[config.mk]
export PLATFORM = sky130hd
export DESIGN_NAME = arbiter_rr_4x12b_flat
export DESIGN_NICKNAME = d
export VERILOG_FILES = /design/src/rtl/arbiter_rr_4x12b_if.sv /design/src/rtl/arbiter_rr_4x12b.sv /design/src/flat_wrapper.sv
export SDC_FILE = /design/constraint.sdc
export NUM_CORES = 1
export LEC_CHECK = 0
export ABC_AREA = 1
export CORE_MARGIN = 3
export CORE_UTILIZATION = 50
export CTS_CLUSTER_DIAMETER = 80
export CTS_CLUSTER_SIZE = 10
export DETAILED_ROUTE_END_ITERATION = 7
export PLACE_DENSITY = 0.95
export SETUP_SLACK_MARGIN = 0.05
export SLEW_MARGIN = 20
export SYNTH_ARGS = -nofsm -noshare
export SYNTH_HDL_FRONTEND = slang
export SYNTH_SLANG_ARGS = --single-unit
[constraint.sdc]
create_clock -name clk -period 6.6 [get_ports clk]
set_input_delay 0.66 -clock clk [delete_from_list [all_inputs] [get_ports clk]]
set_output_delay 0.66 -clock clk [all_outputs]
set_load 0.03 [all_outputs]
[src/rtl/arbiter_rr_4x12b_if.sv]
// Upstream FIFO drain / downstream FIFO push bundle for arbiter_rr_4x12b.
// master = arbiter side (drives pops and pushes), slave = FIFO side.
interface arbiter_rr_4x12b_if #(
  parameter int DATA_W    = 12,
  parameter int NUM_LANES = 4
);
  logic [NUM_LANES-1:0] fifo_empty;
  logic [DATA_W-1:0]    fifo_data0;
  logic [DATA_W-1:0]    fifo_data1;
  logic [DATA_W-1:0]    fifo_data2;
  logic [DATA_W-1:0]    fifo_data3;
  logic [NUM_LANES-1:0] fifo_pop;
  logic [NUM_LANES-1:0] dest_almost_full;
  logic [NUM_LANES-1:0] push_out;
  logic [DATA_W-1:0]    data_out;

  modport master (
    input  fifo_empty, fifo_data0, fifo_data1, fifo_data2, fifo_data3,
    input  dest_almost_full,
    output fifo_pop, push_out, data_out
  );

  modport slave (
    output fifo_empty, fifo_data0, fifo_data1, fifo_data2, fifo_data3,
    output dest_almost_full,
    input  fifo_pop, push_out, data_out
  );
endinterface

[src/rtl/arbiter_rr_4x12b.sv]
// Round-robin arbiter: drains four first-word-fall-through FIFOs, routes each
// word to the downstream FIFO named by its top two bits, one word per cycle,
// and counts words per destination.

// Per-requester eligibility: enabled, not empty, destination not almost full.
module arb_req_lane #(
  parameter int NUM_LANES = 4,
  parameter int LANE_W    = 2
) (
  input  logic                 en,
  input  logic                 empty,
  input  logic [LANE_W-1:0]    dest,
  input  logic [NUM_LANES-1:0] dest_af,
  output logic                 elig
);
  assign elig = en & ~empty & ~dest_af[dest];
endmodule

module arbiter_rr_4x12b #(
  parameter int DATA_W = 12,
  parameter int CNT_W  = 5
) (
  input  logic               clk,
  input  logic               reset_L,
  input  logic               enable,
  arbiter_rr_4x12b_if.master bus,
  output logic [CNT_W-1:0]   cnt0,
  output logic [CNT_W-1:0]   cnt1,
  output logic [CNT_W-1:0]   cnt2,
  output logic [CNT_W-1:0]   cnt3,
  output logic               idle
);
  localparam int NUM_LANES = 4;
  localparam int LANE_W    = 2;
  localparam int STAGES    = 1;
  localparam logic [NUM_LANES-1:0] ONE = {{(NUM_LANES-1){1'b0}}, 1'b1};

  typedef struct packed {
    logic              vld;
    logic [LANE_W-1:0] idx;
  } grant_t;

  logic [NUM_LANES-1:0][DATA_W-1:0] head;
  logic [NUM_LANES-1:0][LANE_W-1:0] head_dest;
  logic [NUM_LANES-1:0]             elig;
  grant_t                           grant;

  logic [LANE_W-1:0]                ptr_q, ptr_d;
  logic [DATA_W-1:0]                data_q, data_d;
  logic [LANE_W-1:0]                dest_q, dest_d;
  logic [NUM_LANES-1:0][CNT_W-1:0]  cnt_q, cnt_d;
  // Stage 0 is the combinational grant; stage 1 is the registered push.
  logic [STAGES:1]                  vld_pipe;

  assign head[0] = bus.fifo_data0;
  assign head[1] = bus.fifo_data1;
  assign head[2] = bus.fifo_data2;
  assign head[3] = bus.fifo_data3;

  // Reset gates eligibility so no pop escapes while reset_L is low.
  generate
    for (genvar i = 0; i < NUM_LANES; i++) begin : g_lane
      assign head_dest[i] = head[i][DATA_W-1 -: LANE_W];
      arb_req_lane #(.NUM_LANES(NUM_LANES), .LANE_W(LANE_W)) u_lane (
        .en      (enable & reset_L),
        .empty   (bus.fifo_empty[i]),
        .dest    (head_dest[i]),
        .dest_af (bus.dest_almost_full),
        .elig    (elig[i])
      );
    end
  endgenerate

  // Rotating priority search starting at ptr; first eligible index wins.
  always_comb begin
    logic [LANE_W-1:0] idx;
    idx   = '0;
    grant = '0;
    for (int k = 0; k < NUM_LANES; k++) begin
      idx = ptr_q + LANE_W'(k);
      if (!grant.vld && elig[idx]) begin
        grant.vld = 1'b1;
        grant.idx = idx;
      end
    end
  end

  assign bus.fifo_pop = grant.vld ? (ONE << grant.idx) : '0;

  // Next-state: latch granted word, advance ptr past the winner, bump counter.
  always_comb begin
    ptr_d  = ptr_q;
    data_d = data_q;
    dest_d = dest_q;
    cnt_d  = cnt_q;
    if (grant.vld) begin
      ptr_d  = grant.idx + LANE_W'(1);
      data_d = head[grant.idx];
      dest_d = head_dest[grant.idx];
      cnt_d[head_dest[grant.idx]] = cnt_q[head_dest[grant.idx]] + CNT_W'(1);
    end
  end

  // State registers; async reset aborts any in-flight word immediately.
  always_ff @(posedge clk or negedge reset_L) begin
    if (!reset_L) begin
      ptr_q    <= '0;
      data_q   <= '0;
      dest_q   <= '0;
      cnt_q    <= '0;
      vld_pipe <= '0;
    end else begin
      ptr_q    <= ptr_d;
      data_q   <= data_d;
      dest_q   <= dest_d;
      cnt_q    <= cnt_d;
      vld_pipe <= grant.vld;
    end
  end

  assign bus.push_out = vld_pipe[STAGES] ? (ONE << dest_q) : '0;
  assign bus.data_out = data_q;
  assign idle         = (&bus.fifo_empty) & ~vld_pipe[STAGES];

  assign cnt0 = cnt_q[0];
  assign cnt1 = cnt_q[1];
  assign cnt2 = cnt_q[2];
  assign cnt3 = cnt_q[3];
endmodule

[src/flat_wrapper.sv]
// flat-port wrapper written by rule: the top's interface ports become plain ports
module arbiter_rr_4x12b_flat 
#(
  parameter int DATA_W = 12,
  parameter int CNT_W  = 5
)
  (clk, reset_L, enable, cnt0, cnt1, cnt2, cnt3, idle, bus_fifo_empty, bus_fifo_data0, bus_fifo_data1, bus_fifo_data2, bus_fifo_data3, bus_dest_almost_full, bus_fifo_pop, bus_push_out, bus_data_out);
  arbiter_rr_4x12b_if #(.DATA_W(DATA_W)) bus_i ();
  input  logic clk;
  input  logic reset_L;
  input  logic enable;
  output logic [CNT_W-1:0] cnt0;
  output logic [CNT_W-1:0] cnt1;
  output logic [CNT_W-1:0] cnt2;
  output logic [CNT_W-1:0] cnt3;
  output logic idle;
  input wire logic [$bits(bus_i.fifo_empty)-1:0] bus_fifo_empty;
  input wire logic [$bits(bus_i.fifo_data0)-1:0] bus_fifo_data0;
  input wire logic [$bits(bus_i.fifo_data1)-1:0] bus_fifo_data1;
  input wire logic [$bits(bus_i.fifo_data2)-1:0] bus_fifo_data2;
  input wire logic [$bits(bus_i.fifo_data3)-1:0] bus_fifo_data3;
  input wire logic [$bits(bus_i.dest_almost_full)-1:0] bus_dest_almost_full;
  output wire logic [$bits(bus_i.fifo_pop)-1:0] bus_fifo_pop;
  output wire logic [$bits(bus_i.push_out)-1:0] bus_push_out;
  output wire logic [$bits(bus_i.data_out)-1:0] bus_data_out;
  assign bus_i.fifo_empty = bus_fifo_empty;
  assign bus_i.fifo_data0 = bus_fifo_data0;
  assign bus_i.fifo_data1 = bus_fifo_data1;
  assign bus_i.fifo_data2 = bus_fifo_data2;
  assign bus_i.fifo_data3 = bus_fifo_data3;
  assign bus_i.dest_almost_full = bus_dest_almost_full;
  assign bus_fifo_pop = bus_i.fifo_pop;
  assign bus_push_out = bus_i.push_out;
  assign bus_data_out = bus_i.data_out;
  arbiter_rr_4x12b #(.DATA_W(DATA_W), .CNT_W(CNT_W)) u_core (.clk(clk), .reset_L(reset_L), .enable(enable), .bus(bus_i), .cnt0(cnt0), .cnt1(cnt1), .cnt2(cnt2), .cnt3(cnt3), .idle(idle));
endmodule
==> impl_results.md <==
* P&R area growth vs syn at 39.4%
* Post-Syn Nets at 490
* Fraction of layout cells with a size suffix above 1 at 10.6%
* RSZ-0062 raised after global routing: false
* #FFs+latches synth at 35
* Antenna Violating Nets Remaining at 0
* Largest net degree at the start of global routing at 37
* Drt drc at 0
* Final HPWL DP at 6.30 mm
* Critical Path RT at 5.94 ns
* Critical Path Fanout Max at 36
* Mean Syn Cell Area at 6.70 um2
* TritonCTS buffer count at 5
* Number of fill cells in the layout at 382
* # IOs at 100
* Initial DRC Count at 230
* Initial DRT Pass Iterations at 8
* Std-Cell Rows at 26
* Clk slew on worst S/H paths at 0.08 ns
* Most frequent cells in the layout: nand2_1, clkdlybuf4s50_1, inv_1, nand3_1, nor2_1
* Final nets at 582
* H-tree levels at 2
* Endpoints failing hold at 0
* # Max-Cap Violations at 0
* CTS Sinks at 35
* GRT overflow at 0
* Warnings, synthesis at 0
* Die Span Y at 81.5 um
* Max clock buf depth at 2
* Area share of the largest cell type after synthesis at 30.7%
* Count of final setup violators at 0
* Setup Crit Path Kind: in -> out
* Starting Density at 53.8%
* Outcome: complete, no violations
* Total Wirelength at 8.27 mm
* Initial antenna violation count at 0
* Synth Cell Area at 2850 um2
* Tot GR Track Use at 25.8%
* # resized after CTS at 0
* Clk_skew at 0.0101 ns
* Antenna Cells at 0
* Most common cell after layout, fill and taps aside: nand2_1
* Total negative slack at 0 ns
* Via count at 3,272
* Gpl congestion at 0.948
* Seq/Total Area, Yosys at 30.7%
* Nature of the critical path endpoint: output pin
* Drt via density at 5.56
* Post-synth cell types at 29
* Vias in the first global route at 3,033
* Hold Buf Count CTS at 0
* Mapped Cells at 426
* Final period util at 74.9%
* Drt wl/cell at 14.0 um
* First-pass GRT wire length at 13.3 mm
* Final slew viol count at 0
* Slew HR at 66.3%
* Port bufs at 99
* Core area at 5300 um2
* CTS tree: done
* Clk_lat worst skew at 0.30 ns
* Post-synth top area cell: dfrtp_1
* Hold Crit Class: in -> async
* Critical Path Source Type: input port
* Worst-margin pin slew at 0.504 ns
* Data arrival, critical path at 4.28 ns
* Die X at 81.5 um
* Fmax at 0.202 GHz
* Die footprint at 6650 um2
* Fin crit period at 4.94 ns
* Area contributors post-synth: dfrtp_1, nand2_1, nand3_1
* Setup Fix Bufs, Post-CTS at 0
* Reg2reg path depth at 19
* CTS root buffer: clkbuf_8
[path summary, 6_finish.rpt]
check	start	end	slack [ns]
hold reg to reg	u_core.cnt3[3]	u_core.cnt3[3]	0.52
min in group clk	u_core.cnt3[3]	u_core.cnt3[3]	0.52
setup / recovery	reset_L	bus_fifo_pop[1]	1.66
setup reg to reg	u_core.ptr_q[0]	u_core.cnt3[4]	2.81
max in group asynchronous	reset_L	u_core.ptr_q[1]	5.88
hold / removal	reset_L	u_core.cnt3[2]	0.39
[critical path, stage by stage]
cell and delay (ns):
buf_2 0.07, buf_4 0.39, nand2_1 0.20, nor2_1 0.19, nand4_1 0.17, nand3_1 0.14, nand2_1 0.12, nand4_4 0.38
nand3_4 0.37, inv_1 0.51, ha_1 0.23, inv_1 0.04, nor2_1 0.09, clkdlybuf4s50_1 0.67
[layout make-up]
cell class | count | area, um2 | area share [%]
sequential | 35 | 876 | 22.0
inverter | 49 | 186 | 4.69
tap | 70 | 87.6 | 2.20
clock buffer | 6 | 72.6 | 1.83
multi-input combinational | 327 | 1700 | 42.8
clock inverter | 2 | 60.1 | 1.51
timing repair buffer | 100 | 993 | 25.0
[metal layers]
metal / vias up / GRT usage, % / part of all wire [%]
li1: 1567 / - / -
met1: 1465 / 29.2 / 38
met2: 203 / 44.1 / 47
met3: 37 / 9.54 / 12
met4: 0 / 9.97 / 3.2
met5: - / 0 / 0
[registers in the layout, summed over array words and instances, names as in the netlist]
signal / count
u_core.cnt0: 5
u_core.bus.data_out: 11
u_core.cnt1: 5
u_core.ptr_q: 2
u_core.cnt2: 5
u_core.vld_pipe: 1
u_core.cnt3: 5
u_core.dest_q: 1
[logic make-up after synthesis]
kind of cell / count (synthesis) / share of synthesized area, %
AND/OR/NAND/NOR: 260 / 44.2
AO/OA/AOI/OAI: 61 / 12.6
buffers and inverters: 64 / 9.69
adder cells (fa/ha/maj): 5 / 2.19
XOR/XNOR: 1 / 0.570
flip-flops: 35 / 30.7
[per-stage QoR]
step	cells	hold slack [ns]	instance area [um2]	setup slack, ns	utilization [%]
3_5_place_dp	581	0.505	3840	1.68	72.5
5_1_grt	589	0.420	3980	1.29	75.0
4_1_cts	589	0.401	3980	1.67	75.0
2_1_floorplan	426	0.364	2850	3.33	-
3_3_place_gp	581	0.497	3840	1.86	72.5
6_report	589	0.390	3980	1.66	75.0
[synth_stat cells]
library cell  number
o21bai_1          10
nor2_2             8
a31oi_1           10
nor2_1            42
inv_1             42
a21oi_4            1
o21ai_0           32
nor2_4             1
nand2_2            8
inv_2              6
nand4_4            1
buf_1              1
ha_1               5
nand4_1           11
buf_4              3
nand3_2           11
nand2_1          125
inv_4              1
o21ai_1            7
nor3_1             4
buf_6              3
nand3_4            2
nand3_1           42
o21bai_2           1
xnor2_2            1
dfrtp_1           35
clkbuf_1           8
nand4_2            1
nand2_4            4
Power is not shown: default switching activity piles up to over one toggle a cycle in this logic, so the estimate is an artifact.
